<file path="config.mk">
export PLATFORM = sky130hd
export DESIGN_NAME = spi_flash_reader
export DESIGN_NICKNAME = d
export VERILOG_FILES = /design/src/rtl/spi_flash_reader.sv
export SDC_FILE = /design/constraint.sdc
export NUM_CORES = 1
export LEC_CHECK = 0
export ABC_CLOCK_PERIOD_IN_PS = 1800
export CORE_MARGIN = 2
export CORE_UTILIZATION = 40
export CTS_CLUSTER_SIZE = 20
export DETAILED_ROUTE_END_ITERATION = 16
export DONT_BUFFER_PORTS = 1
export PLACE_DENSITY_LB_ADDON = 0.08
export SKIP_LAST_GASP = 1
export SYNTH_ARGS = -nofsm -noshare
export SYNTH_HDL_FRONTEND = slang
export SYNTH_SLANG_ARGS = --single-unit
</file>
<file path="constraint.sdc">
create_clock -name PCLK -period 1.8 [get_ports PCLK]
set_input_delay 0 -clock PCLK [delete_from_list [all_inputs] [get_ports PCLK]]
set_output_delay 0 -clock PCLK [all_outputs]
set_load 0.1 [all_outputs]
</file>
<file path="src/rtl/spi_flash_reader.sv">
// -----------------------------------------------------------------------------
// spi_flash_reader
//
// Read sequencer for serial NOR flash. It sits upstream of the `spi` byte
// engine. On a start pulse it lowers chip-select, sends the READ opcode and a
// 24-bit address through the engine's tx_req/data_tx/spi_ready handshake, then
// clocks out dummy bytes and streams the returned bytes on a valid/ready port.
//
// Configuration macro: SPI_FLASH_FAST_READ_EN
//   defined   -> opcode 0x0B, 3 address bytes, 1 dummy byte (5-byte header)
//   undefined -> opcode 0x03, 3 address bytes            (4-byte header)
//
// Parameters
//   CS_SETUP  cycles from cs low to the first tx_req (1..15)
//   CS_HOLD   cycles cs stays low after the last byte, and minimum cs-high
//             time before returning to idle (1..15)
//
// Ports
//   PCLK       clock, rising edge
//   PRESET     asynchronous active-high reset
//   start      one-cycle request, sampled only when idle
//   addr       flash byte address, captured on accepted start
//   len        byte count, captured on accepted start (0 means 256)
//   busy       high from accepted start through the last cs-high hold cycle
//   done       one-cycle pulse as the block returns to idle
//   rd_data    received byte
//   rd_valid   rd_data is valid
//   rd_ready   consumer accepts the byte when rd_valid & rd_ready
//   cs         engine chip-select, active low
//   tx_req     one-cycle byte-start pulse to the engine
//   data_tx    byte to shift out, stable while the engine is busy
//   data_rx    byte shifted in, valid while spi_ready is high after completion
//   spi_ready  engine idle / previous byte complete
// -----------------------------------------------------------------------------
module spi_flash_reader #(
    parameter int CS_SETUP = 2,
    parameter int CS_HOLD  = 2
) (
    input  logic        PCLK,
    input  logic        PRESET,
    input  logic        start,
    input  logic [23:0] addr,
    input  logic [7:0]  len,
    output logic        busy,
    output logic        done,
    output logic [7:0]  rd_data,
    output logic        rd_valid,
    input  logic        rd_ready,
    output logic        cs,
    output logic        tx_req,
    output logic [7:0]  data_tx,
    input  logic [7:0]  data_rx,
    input  logic        spi_ready
);

`ifdef SPI_FLASH_FAST_READ_EN
    localparam logic [7:0] OPCODE  = 8'h0B;
    localparam int         HDR_LEN = 5;
`else
    localparam logic [7:0] OPCODE  = 8'h03;
    localparam int         HDR_LEN = 4;
`endif

    localparam logic [2:0] HDR_LAST   = 3'(HDR_LEN - 1);
    localparam logic [4:0] SETUP_LAST = 5'(CS_SETUP - 1);
    localparam logic [4:0] HOLD_MID   = 5'(CS_HOLD - 1);
    localparam logic [4:0] HOLD_LAST  = 5'(2 * CS_HOLD - 1);

    typedef enum logic [2:0] {
        ST_IDLE,
        ST_SETUP,
        ST_CMD,
        ST_CMD_WAIT,
        ST_RD,
        ST_RD_WAIT,
        ST_OUT,
        ST_HOLD
    } state_t;

    state_t      state, state_n;
    logic [4:0]  cnt, cnt_n;            // shared cs setup / hold timer
    logic [2:0]  byte_idx, byte_idx_n;  // header byte being sent
    logic [8:0]  len_cnt, len_cnt_n;    // bytes still to deliver, 1..256
    logic [23:0] addr_q, addr_n;
    logic        seen_low, seen_low_n;  // engine has dropped spi_ready for this byte

    logic        cs_n, busy_n, done_n, tx_req_n, rd_valid_n;
    logic [7:0]  data_tx_n, rd_data_n;

    // All outputs are registered so tx_req is a clean one-cycle pulse and cs
    // returns high directly from the asynchronous reset.
    // NOTE: sequential state uses non-blocking assignments so every register
    // samples the pre-edge values computed by the combinational block.
    always_ff @(posedge PCLK or posedge PRESET) begin
        if (PRESET) begin
            state    <= ST_IDLE;
            cnt      <= '0;
            byte_idx <= '0;
            len_cnt  <= '0;
            addr_q   <= '0;
            seen_low <= 1'b0;
            cs       <= 1'b1;
            busy     <= 1'b0;
            done     <= 1'b0;
            tx_req   <= 1'b0;
            data_tx  <= 8'h00;
            rd_data  <= 8'h00;
            rd_valid <= 1'b0;
        end else begin
            state    <= state_n;
            cnt      <= cnt_n;
            byte_idx <= byte_idx_n;
            len_cnt  <= len_cnt_n;
            addr_q   <= addr_n;
            seen_low <= seen_low_n;
            cs       <= cs_n;
            busy     <= busy_n;
            done     <= done_n;
            tx_req   <= tx_req_n;
            data_tx  <= data_tx_n;
            rd_data  <= rd_data_n;
            rd_valid <= rd_valid_n;
        end
    end

    always_comb begin
        // NOTE: every next value is defaulted first, so no branch can leave a
        // signal unassigned and infer a latch.
        state_n    = state;
        cnt_n      = cnt;
        byte_idx_n = byte_idx;
        len_cnt_n  = len_cnt;
        addr_n     = addr_q;
        seen_low_n = seen_low;
        cs_n       = cs;
        busy_n     = busy;
        done_n     = 1'b0;
        tx_req_n   = 1'b0;
        data_tx_n  = data_tx;
        rd_data_n  = rd_data;
        rd_valid_n = rd_valid;

        case (state)
            ST_IDLE: begin
                if (start) begin
                    addr_n     = addr;
                    len_cnt_n  = (len == 8'd0) ? 9'd256 : {1'b0, len};
                    byte_idx_n = '0;
                    cnt_n      = '0;
                    cs_n       = 1'b0;
                    busy_n     = 1'b1;
                    state_n    = ST_SETUP;
                end
            end

            ST_SETUP: begin
                if (cnt == SETUP_LAST) begin
                    cnt_n   = '0;
                    state_n = ST_CMD;
                end else begin
                    cnt_n = cnt + 5'd1;
                end
            end

            ST_CMD: begin
                if (spi_ready) begin
                    tx_req_n   = 1'b1;
                    seen_low_n = 1'b0;
                    case (byte_idx)
                        3'd0:    data_tx_n = OPCODE;
                        3'd1:    data_tx_n = addr_q[23:16];
                        3'd2:    data_tx_n = addr_q[15:8];
                        3'd3:    data_tx_n = addr_q[7:0];
                        default: data_tx_n = 8'h00;  // fast-read dummy byte
                    endcase
                    state_n = ST_CMD_WAIT;
                end
            end

            // A byte is complete only once spi_ready has been seen low and
            // then high again; the cycle carrying tx_req still shows the
            // engine's stale ready.
            ST_CMD_WAIT: begin
                if (!spi_ready) begin
                    seen_low_n = 1'b1;
                end else if (seen_low) begin
                    if (byte_idx == HDR_LAST) begin
                        state_n = ST_RD;
                    end else begin
                        byte_idx_n = byte_idx + 3'd1;
                        state_n    = ST_CMD;
                    end
                end
            end

            ST_RD: begin
                if (spi_ready) begin
                    tx_req_n   = 1'b1;
                    seen_low_n = 1'b0;
                    data_tx_n  = 8'h00;
                    state_n    = ST_RD_WAIT;
                end
            end

            ST_RD_WAIT: begin
                if (!spi_ready) begin
                    seen_low_n = 1'b1;
                end else if (seen_low) begin
                    rd_data_n  = data_rx;
                    rd_valid_n = 1'b1;
                    state_n    = ST_OUT;
                end
            end

            ST_OUT: begin
                if (rd_ready) begin
                    rd_valid_n = 1'b0;
                    len_cnt_n  = len_cnt - 9'd1;
                    if (len_cnt == 9'd1) begin
                        cnt_n   = '0;
                        state_n = ST_HOLD;
                    end else begin
                        state_n = ST_RD;
                    end
                end
            end

            // First CS_HOLD cycles keep cs low, the next CS_HOLD cycles hold
            // it high; busy drops together with the done pulse.
            ST_HOLD: begin
                cnt_n = cnt + 5'd1;
                if (cnt == HOLD_MID) begin
                    cs_n = 1'b1;
                end
                if (cnt == HOLD_LAST) begin
                    cnt_n   = '0;
                    busy_n  = 1'b0;
                    done_n  = 1'b1;
                    state_n = ST_IDLE;
                end
            end

            default: state_n = ST_IDLE;
        endcase
    end

endmodule

</file>
==> flow_summary.yaml <==
grt:
  met3_usage: 0.04414
  top_usage_layer: "met2"
  grt_pass1_vias: 2864
  gr-usage-met2: 0.3107
  grt_usage: 0.1992
  grt_max_degree: 44
  met1_usage: 0.2660
  grt_pass1_wl_um: 13660
  grt_overflow: 0
  antenna_found_initial: 0
outcome:
  status: "finished, final reports clean"
placed_design:
  io_buffer_count: 0
  gp_congestion: 0.8100
  post_dp_cell_area_mm2: 0.003700
  placedCellCount: 472
  hpwl_um: 5674
yosys:
  synthTopCellsByArea: "dfrtp_1 50%, nand2_1 10%, o21ai_0 4.0%"
  syn_area_mm2: 0.003243
  synth.distinct_cells: 51
  yosys.area.top_type: "dfrtp_1"
  ys.flop_type: "dfrtp_1"
  avgSynthCellArea_um2: 9.623
  synth_nets: 392
  synth_edf_count: 0
  synth_seq_cells: 66
  synth_warnings: 0
  ys_seq_area_frac: 0.5096
  synth_top_area_share: 0.5015
  async_flop_share: 1.000
  postSynthCellCount: 337
sta:
  maxSlewViolCount: 0
  skew_ns: 0.004686
  max_freq_mhz: 571.4
  relSlewSlack: 0.6596
  hold_violations: 0
  period_needed_ns: 1.750
  setup_viol: 0
  worstMarginPinSlew_ns: 0.5098
  post-route-period-util: 0.9723
detailed_routing:
  wl_per_cell_um: 15.21
  ant_nets: 0
  drc_errors: 0
  drtIter0Drc: 87
  wl_um: 8108
  first_pass_iters: 5
  vias: 2800
  via_per_inst: 5.253
pwr:
  intPower_uw: 4209
  power_frac_seq: 0.333
  ir_drop_uv: 1592
  power_switching_uw: 3514
  comb_power_share: 0.501
  powerDensity_mw_per_mm2: 1762
  swShare: 0.4550
  p_leak_uw: 0.002090
  clockPowerShare: 0.166
clock_tree:
  clockBufferDepth: 2
  clock-root-buffer: "clkbuf_8"
  worstSkewPairLatency_ns: 0.34
  cts_max_level: 3
  cts_buffers: 9
  cts_tree: "built"
  cts_sinks: 66
  clkTransAtPathRegs_ns: 0.08
floorplan:
  io_pins: 66
  die_area_mm2: 0.008844
  die_h_um: 94.05
  rows: 32
  initial_core_util: 0.4154
  die_width_um: 94.05
  core_area_mm2: 0.007807
worst_setup_path:
  required_ns: 2.07
  cp-start-kind: "flop"
  crit_path_frequent_cell: "or4_4"
  worst_ep_arrival_time_ns: 2.02
  critical_path_peak_fanout: 4
  slowest_stage: "or4_4"
  path_delay_family: "simple AND/OR/NAND/NOR gates"
  cp-end-kind: "flop"
  critPathBufInv: 0
  worstPathCellList: "or4_4 > or4_4 > a21oi_2 > a2bb2oi_1"
  critPathKind: "flop to flop"
  max_stage_delay_ns: 0.53
final_layout:
  stdcell_area_mm2: 0.004382
  nets: 481
  diodes: 0
  area.growth.synth_to_final_pct: 35.11
  drive_gt1_frac: 0.2227
  finalNonFillerCells: 533
worst_hold_path:
  hold_class: "input port to flop"
job:
  drv_cap: 0
power by group through the flow:
stage,registers [µW],clock network [µW],logic [µW]
after detailed placement,2590,0,3670
after CTS,2570,1320,3770
after global routing,2660,1390,4220
after global placement,2580,0,3630
final,2570,1280,3870
after floorplan,3500,0,1670
repair_timing:
| item | in CTS | in global routing |
|---|---|---|
| setup endpoints to repair | 2 | 19 |
| gates resized for setup | 1 | 7 |
| endpoints found under the hold margin | 67 | 0 |
| buffers inserted | 0 | 2 |
| pin swaps | 0 | 2 |
| hold buffers | 43 | 0 |
registers in the layout, indices dropped and copies added (netlist names):
name	count
addr_q	24
busy	1
byte_idx	3
cnt	5
cs	1
data_tx	8
done	1
len_cnt	9
rd_data	8
rd_valid	1
seen_low	1
state	3
tx_req	1
cell usage after synthesis (3+ instances only):
master / number
nor3_1: 4
o21ai_0: 26
buf_2: 4
and3_1: 3
nor2b_1: 5
and2_1: 3
nor2_1: 14
inv_1: 14
nand3_1: 5
nand3b_1: 3
a211o_1: 3
a21oi_1: 11
dfrtp_1: 65
clkbuf_1: 10
a22oi_1: 4
mux2_2: 10
a22o_1: 3
o2bb2ai_1: 5
a31oi_1: 3
ha_1: 10
a222oi_1: 6
nand2_1: 87
through the flow:
stage	total power [µW]	utilization	worst slack, ns	TNS [ns]	hold slack, ns
2_1_floorplan	5175	-	0.04129	0	0.08249
3_3_place_gp	6214	0.4739	0.02088	0	-0.04932
3_5_place_dp	6263	0.4739	0.0005125	0	-0.04682
4_1_cts	7651	0.5558	0.001457	0	0.005160
5_1_grt	8261	0.5612	-0.01147	-0.01147	0.05347
6_report	7723	0.5612	0.04993	0	0.03548
kinds of logic (layout without fill, tap and decap cells):
group,count (synthesis),after routing,share of synthesized area
AOI/OAI and AO/OA,77,77,0.1620
adders and majority gates,10,10,0.03858
buffers and inverters,30,124,0.03781
muxes,12,12,0.04090
DFF,66,66,0.5096
xor gates and xnor gates,2,2,0.005402
and+or+nand+nor,140,140,0.2056
per-layer routing:
layer | share of wire | wire [µm]
met2 | 0.48 | 3866
met1 | 0.46 | 3741
met3 | 0.044 | 360
met4 | 0.017 | 139
met5 | 0 | 0
worst paths after layout:
kind / startpoint / to / slack, ns / depth (start not counted)
worst min-delay path: spi_ready / state[1] / 0.04 / 3
worst max register to register: len_cnt[3] / len_cnt[7] / 0.05 / 4
worst max-delay path: len_cnt[3] / len_cnt[7] / 0.05 / 4
max in group asynchronous: PRESET / cs / 0.99 / 3
worst min register to register: addr_q[0] / addr_q[0] / 0.48 / 2
min in group asynchronous: PRESET / rd_data[7] / 0.14 / 2
cell usage in the layout (no fill, tap or decap), types with 4 or more instances in the layout:
master	count
nor2b_1	5
dlygate4sd3_1	43
a21oi_1	11
ha_1	9
nor2_1	14
nand3_1	5
buf_4	49
clkbuf_8	10
a22oi_1	4
a222oi_1	6
mux2_2	10
o21ai_0	26
dfrtp_1	63
inv_1	13
o2bb2ai_1	5
nand2_1	87
worst register-to-register path, stage by stage, from the launching register on:
cell	delay, ns
dfrtp_1	0.41
or4_4	0.53
or4_4	0.44
a21oi_2	0.16
a2bb2oi_1	0.16
cell type report:
class	count	area (µm²)
clock inverter	6	65.06
inverter	14	52.55
multi-input combinational	241	1505
fill	713	3426
clock buffer	10	137.6
sequential	66	1655
timing repair buffer	94	838.3
tap	102	127.6
No activity file was read; power rests on OpenSTA's default activity.
